===== src/rtl/mem_arb_pkg.sv =====
// Shared types for the instruction/data memory arbiter:
// FSM state encoding, requester IDs and latency-counter sizing.
package mem_arb_pkg;

    typedef enum logic [1:0] {
        ST_IDLE  = 2'd0,
        ST_ISSUE = 2'd1,
        ST_WAIT  = 2'd2,
        ST_RESP  = 2'd3
    } state_e;

    localparam logic REQ_IF = 1'b0;
    localparam logic REQ_D  = 1'b1;

    // Width of a counter that must hold values up to mem_lat.
    function automatic int lat_cnt_w(input int mem_lat);
        return (mem_lat < 2) ? 1 : $clog2(mem_lat + 1);
    endfunction

endpackage


===== src/rtl/mem_arbiter_prio.sv =====
// Fetch/data winner select with a data-streak limit against fetch starvation.
// Ports: clk, rst (async active-low), if_req, d_req, grant_en in;
//        grant_valid, grant_id (REQ_IF/REQ_D) out.
module arb_prio
    import mem_arb_pkg::*;
#(
    parameter int STARVE_LIM = 4
) (
    input  logic clk,
    input  logic rst,
    input  logic if_req,
    input  logic d_req,
    input  logic grant_en,
    output logic grant_valid,
    output logic grant_id
);

    localparam int SW = (STARVE_LIM < 1) ? 1 : $clog2(STARVE_LIM + 1);

    logic [SW-1:0] streak_q;
    logic [SW-1:0] streak_d;
    logic          starve;

    always_comb begin
        starve      = (streak_q == SW'(STARVE_LIM));
        grant_valid = if_req | d_req;
        grant_id    = REQ_IF;
        if (d_req && !(if_req && starve)) begin
            grant_id = REQ_D;
        end

        // A data win over a pending fetch implies !starve, so the
        // increment below saturates at STARVE_LIM by construction.
        streak_d = streak_q;
        if (grant_en && grant_valid) begin
            if (grant_id == REQ_IF) begin
                streak_d = '0;
            end else if (if_req) begin
                streak_d = streak_q + SW'(1);
            end
        end
    end

    always_ff @(posedge clk or negedge rst) begin
        if (!rst) begin
            streak_q <= '0;
        end else begin
            streak_q <= streak_d;
        end
    end

endmodule


===== src/rtl/mem_arbiter.sv =====
// Shares one single-port synchronous memory between instruction fetch
// and load/store; one transaction at a time: IDLE -> ISSUE -> WAIT -> RESP.
// Ports: clk, rst (async active-low); if_* fetch port; d_* data port;
//        mem_* command outputs and mem_rdata input. All outputs registered.
module mem_arbiter
    import mem_arb_pkg::*;
#(
    parameter int ADDR_W     = 32,
    parameter int DATA_W     = 32,
    parameter int MEM_LAT    = 1,
    parameter int STARVE_LIM = 4
) (
    input  logic                clk,
    input  logic                rst,
    input  logic                if_req,
    input  logic [ADDR_W-1:0]   if_addr,
    output logic                if_ready,
    output logic                if_rvalid,
    output logic [DATA_W-1:0]   if_rdata,
    input  logic                d_req,
    input  logic                d_we,
    input  logic [DATA_W/8-1:0] d_be,
    input  logic [ADDR_W-1:0]   d_addr,
    input  logic [DATA_W-1:0]   d_wdata,
    output logic                d_ready,
    output logic                d_rvalid,
    output logic [DATA_W-1:0]   d_rdata,
    output logic                mem_en,
    output logic                mem_we,
    output logic [DATA_W/8-1:0] mem_be,
    output logic [ADDR_W-1:0]   mem_addr,
    output logic [DATA_W-1:0]   mem_wdata,
    input  logic [DATA_W-1:0]   mem_rdata
);

    localparam int BE_W  = DATA_W / 8;
    localparam int CNT_W = lat_cnt_w(MEM_LAT);

    state_e             state_q, state_d;
    logic [CNT_W-1:0]   cnt_q, cnt_d;
    logic               gid_q, gid_d;
    logic               wr_q, wr_d;
    logic               if_ready_q, if_ready_d;
    logic               if_rvalid_q, if_rvalid_d;
    logic [DATA_W-1:0]  if_rdata_q, if_rdata_d;
    logic               d_ready_q, d_ready_d;
    logic               d_rvalid_q, d_rvalid_d;
    logic [DATA_W-1:0]  d_rdata_q, d_rdata_d;
    logic               mem_en_q, mem_en_d;
    logic               mem_we_q, mem_we_d;
    logic [BE_W-1:0]    mem_be_q, mem_be_d;
    logic [ADDR_W-1:0]  mem_addr_q, mem_addr_d;
    logic [DATA_W-1:0]  mem_wdata_q, mem_wdata_d;

    logic grant_valid;
    logic grant_id;

    arb_prio #(
        .STARVE_LIM(STARVE_LIM)
    ) u_prio (
        .clk        (clk),
        .rst        (rst),
        .if_req     (if_req),
        .d_req      (d_req),
        .grant_en   (state_q == ST_IDLE),
        .grant_valid(grant_valid),
        .grant_id   (grant_id)
    );

    always_comb begin
        state_d     = state_q;
        cnt_d       = cnt_q;
        gid_d       = gid_q;
        wr_d        = wr_q;
        if_ready_d  = 1'b0;
        if_rvalid_d = 1'b0;
        if_rdata_d  = if_rdata_q;
        d_ready_d   = 1'b0;
        d_rvalid_d  = 1'b0;
        d_rdata_d   = d_rdata_q;
        mem_en_d    = 1'b0;
        mem_we_d    = 1'b0;
        mem_be_d    = mem_be_q;
        mem_addr_d  = mem_addr_q;
        mem_wdata_d = mem_wdata_q;

        unique case (state_q)
            ST_IDLE: begin
                if (grant_valid) begin
                    state_d  = ST_ISSUE;
                    gid_d    = grant_id;
                    mem_en_d = 1'b1;
                    if (grant_id == REQ_D) begin
                        d_ready_d   = 1'b1;
                        wr_d        = d_we;
                        mem_we_d    = d_we;
                        mem_be_d    = d_be;
                        mem_addr_d  = d_addr;
                        mem_wdata_d = d_wdata;
                    end else begin
                        if_ready_d  = 1'b1;
                        wr_d        = 1'b0;
                        mem_be_d    = '1;
                        mem_addr_d  = if_addr;
                        mem_wdata_d = '0;
                    end
                end
            end
            ST_ISSUE: begin
                state_d = ST_WAIT;
                cnt_d   = CNT_W'(MEM_LAT - 1);
            end
            ST_WAIT: begin
                if (cnt_q == '0) begin
                    // rvalid is set here so it is registered high in RESP.
                    state_d = ST_RESP;
                    if (gid_q == REQ_IF) begin
                        if_rdata_d  = mem_rdata;
                        if_rvalid_d = 1'b1;
                    end else begin
                        if (!wr_q) begin
                            d_rdata_d = mem_rdata;
                        end
                        d_rvalid_d = 1'b1;
                    end
                end else begin
                    cnt_d = cnt_q - CNT_W'(1);
                end
            end
            ST_RESP: begin
                state_d = ST_IDLE;
            end
            default: begin
                state_d = ST_IDLE;
            end
        endcase
    end

    always_ff @(posedge clk or negedge rst) begin
        if (!rst) begin
            state_q     <= ST_IDLE;
            cnt_q       <= '0;
            gid_q       <= REQ_IF;
            wr_q        <= 1'b0;
            if_ready_q  <= 1'b0;
            if_rvalid_q <= 1'b0;
            if_rdata_q  <= '0;
            d_ready_q   <= 1'b0;
            d_rvalid_q  <= 1'b0;
            d_rdata_q   <= '0;
            mem_en_q    <= 1'b0;
            mem_we_q    <= 1'b0;
            mem_be_q    <= '0;
            mem_addr_q  <= '0;
            mem_wdata_q <= '0;
        end else begin
            state_q     <= state_d;
            cnt_q       <= cnt_d;
            gid_q       <= gid_d;
            wr_q        <= wr_d;
            if_ready_q  <= if_ready_d;
            if_rvalid_q <= if_rvalid_d;
            if_rdata_q  <= if_rdata_d;
            d_ready_q   <= d_ready_d;
            d_rvalid_q  <= d_rvalid_d;
            d_rdata_q   <= d_rdata_d;
            mem_en_q    <= mem_en_d;
            mem_we_q    <= mem_we_d;
            mem_be_q    <= mem_be_d;
            mem_addr_q  <= mem_addr_d;
            mem_wdata_q <= mem_wdata_d;
        end
    end

    assign if_ready  = if_ready_q;
    assign if_rvalid = if_rvalid_q;
    assign if_rdata  = if_rdata_q;
    assign d_ready   = d_ready_q;
    assign d_rvalid  = d_rvalid_q;
    assign d_rdata   = d_rdata_q;
    assign mem_en    = mem_en_q;
    assign mem_we    = mem_we_q;
    assign mem_be    = mem_be_q;
    assign mem_addr  = mem_addr_q;
    assign mem_wdata = mem_wdata_q;

endmodule


===== config.mk =====
export PLATFORM = sky130hd
export DESIGN_NAME = mem_arbiter
export DESIGN_NICKNAME = d
export VERILOG_FILES = /design/src/rtl/mem_arb_pkg.sv /design/src/rtl/mem_arbiter_prio.sv /design/src/rtl/mem_arbiter.sv
export SDC_FILE = /design/constraint.sdc
export NUM_CORES = 1
export LEC_CHECK = 0
export BUFFER_PORTS_ARGS = -buffer_cell sky130_fd_sc_hd__buf_2
export CORE_ASPECT_RATIO = 1.5
export CORE_MARGIN = 2
export CORE_UTILIZATION = 45
export CTS_CLUSTER_DIAMETER = 200
export DETAILED_ROUTE_END_ITERATION = 10
export PLACE_DENSITY = 0.77
export SLEW_MARGIN = 40
export SYNTH_ARGS = -nofsm -noshare
export SYNTH_HDL_FRONTEND = slang
export SYNTH_HIERARCHICAL = 1
export SYNTH_SLANG_ARGS = --single-unit

===== constraint.sdc =====
create_clock -name clk -period 1.7 [get_ports clk]
set_input_delay 0.255 -clock clk [delete_from_list [all_inputs] [get_ports clk]]
set_output_delay 0.255 -clock clk [all_outputs]
set_load 0.005 [all_outputs]

==> results.yml <==
global_route:
  grt_max_degree: 64
  first_global_vias: 5324
  grtUsageTotal_pct: 23.1
  grt_pass1_wl_mm: 26.7
  grt_overflow: 0
  antenna_found_initial: 1
timing:
  worst_slack_ns: 0.0376
  finalHoldViolations: 0
  slew_viol_final: 0
  setup_viol: 0
  slew_headroom_pct: 70.3
  clock_skew_ns: 0.0133
  tns_ns: 0
  tightestPinTransition_ns: 0.446
  min_period_over_period_pct: 97.8
  period_needed_ns: 1.66
  fmax_ghz: 0.602
clocking:
  insertion_delay_ns: 0.41
  numCtsBuffers: 17
  clockRootBuffer: "clkbuf_16"
  htree_levels: 4
  cts.sinks: 145
  cts_buffer_depth: 2
  clk_pin_slew_ns: 0.07
  cts_tree: "yes"
worst_setup_path:
  cpPeakStageDelay_ns: 0.37
  r2r_slack_ns: 0.04
  crit_family: "buffers and inverters"
  crit_type: "flip-flop to flip-flop"
  worstPathRequired_ns: 2.03
  critPathMaxFanout: 18
  arrival_ns: 1.99
  endpoint_kind: "flip-flop"
  crit_chain: "inv_1 -> ha_4 -> a31oi_4 -> buf_12 -> bufbuf_16 -> nand4_1 -> o21ai_0"
  crit_cells: 7
  critPathSlowestCell: "dfrtp_1"
  crit_buf_inv: 3
  start_kind: "flip-flop"
  rr_worst_depth: 7
logic_synthesis:
  yosys.area.top_type_share_pct: 59.4
  synth_cell_type_count: 32
  synth-seq-cells: 145
  yosysSeqAreaShare_pct: 59.4
  synth.avg_cell_area_sq_um: 12.4
  syn_nets: 635
  syn-cell-area_sq_um: 6110
  synth_top_area_cell: "dfrtp_1"
  synthTopCellsByArea: "dfrtp_1, mux2_2, a21oi_1"
  netlist_instances: 493
  yosysWarnings: 6
layout:
  most-common-layout-cells: "buf_2, dfrtp_1, a21oi_1, mux2_2, inv_1"
  finalNetCount: 912
  final_util_pct: 63.7
  final_common_cell: "buf_2"
  drive_gt1_share_pct: 53.4
  area_growth_pct: 39.8
routing:
  wl_mm: 16.9
  via_per_inst: 5.33
  wl_per_cell_um: 17.9
  drt_iter0_markers: 189
  drt_pre_antenna_iters: 4
  drc: 0
  vias: 5040
  ant_nets: 0
die:
  start_util_pct: 45.6
  rows: 52
  coreArea_sq_um: 13400
  dieArea_sq_um: 14500
  ios: 275
  die_h_um: 147
  dieWidth_um: 99.1
min_path:
  hp-class: "input pin to flip-flop"
  hold_depth: 2
placement:
  place_hpwl_mm: 11.8
  pre_cts_ws_ns: -0.0191
  place_congestion: 0.837
  port-buffer-count: 274
power_and_ir_drop:
  p_total_w: 0.0162
  ir_drop_mv: 0.804
  cellPowerDensity_nw_per_um2: 1890
  total_leakage_power_nw: 4.24
run_status:
  status: "finished clean"
job:
  drv_cap: 0
==> synth_stat cells <==
library cell / n
clkbuf_1: 17
clkbuf_8: 3
and2_1: 2
a41o_1: 1
o22ai_1: 1
a21oi_1: 69
nand4_1: 32
nand4bb_1: 1
buf_6: 6
a21boi_0: 1
o21ai_0: 22
or2_2: 1
nand3_1: 1
o21ai_2: 10
a21o_1: 1
o311ai_2: 1
a21bo_2: 1
ha_1: 5
buf_4: 2
a31oi_1: 5
mux2_2: 65
nand2_1: 3
and2_2: 1
nor2_1: 4
dfrtp_1: 145
mux2i_1: 33
nand3b_2: 1
and3_1: 1
mux2_4: 1
inv_1: 44
buf_2: 11
nand2b_1: 2
==> area by class of cell <==
| type | count | area, sq um |
|---|---|---|
| Fill cell | 1030 | 4870 |
| Sequential cell | 145 | 3630 |
| Multi-Input combinational cell | 265 | 2120 |
| Timing Repair Buffer | 297 | 1800 |
| Clock buffer | 19 | 443 |
| Tap cell | 162 | 203 |
| Clock inverter | 13 | 175 |
| Inverter | 44 | 165 |
| Antenna cell | 1 | 2.50 |
==> metrics by stage <==
stage / hold slack, ns / cell area (sq um) / cells
final: 0.0868 / 8540 / 946
after global routing: 0.0755 / 8540 / 946
after CTS: 0.0762 / 8420 / 941
after detailed placement: 0.182 / 7700 / 905
after global placement: 0.177 / 7700 / 905
after floorplan: -0.0406 / 6110 / 493
==> sequential cells by signal, indices dropped and copies added (netlist names), 2 cells and up <==
signal           flops
d_rdata             32
if_rdata            32
mem_addr            32
mem_be               4
mem_wdata           32
state_q              2
u_prio/streak_q      3
==> where the power goes <==
part | internal (W) | switching (W)
clock | 0.00238 | 0.00152
combinational | 0.00323 | 0.00296
sequential | 0.00518 | 0.000907
total | 0.0108 | 0.00538
==> logic make-up after synthesis <==
family	share of synthesized area (%)
compound gates	10.3
fa+ha+maj	1.02
buf+inv	6.68
flops	59.4
mux	17.6
simple gates	4.90
==> final timing paths <==
| path | start | end |
|---|---|---|
| max | u_prio/streak_q[0] | mem_wdata[25] |
| min | mem_rdata[6] | if_rdata[6] |
| max reg2reg | u_prio/streak_q[0] | mem_wdata[25] |
| min reg2reg | if_rdata[11] | if_rdata[11] |
| max in group asynchronous | rst | if_rdata[7] |
| min in group asynchronous | rst | d_rdata[17] |
==> metal layers <==
metal | up-vias | GRT usage [%] | wire length [um]
met5 | - | 0 | 0
met4 | 0 | 8.77 | 436
met3 | 40 | 6.89 | 1430
met2 | 284 | 39.2 | 8350
met1 | 2428 | 27.4 | 6700
li1 | 2288 | - | -
==> timing repair <==
action	4_1_cts	5_1_grt
cloned	2	2
hold buffers	1	0
buffers inserted	1	2
setup endpoints to repair	8	19
hold endpoints to repair	33	0
pin swaps	1	1
resized for setup	1	7
No activity file was read; power rests on OpenSTA's default activity.
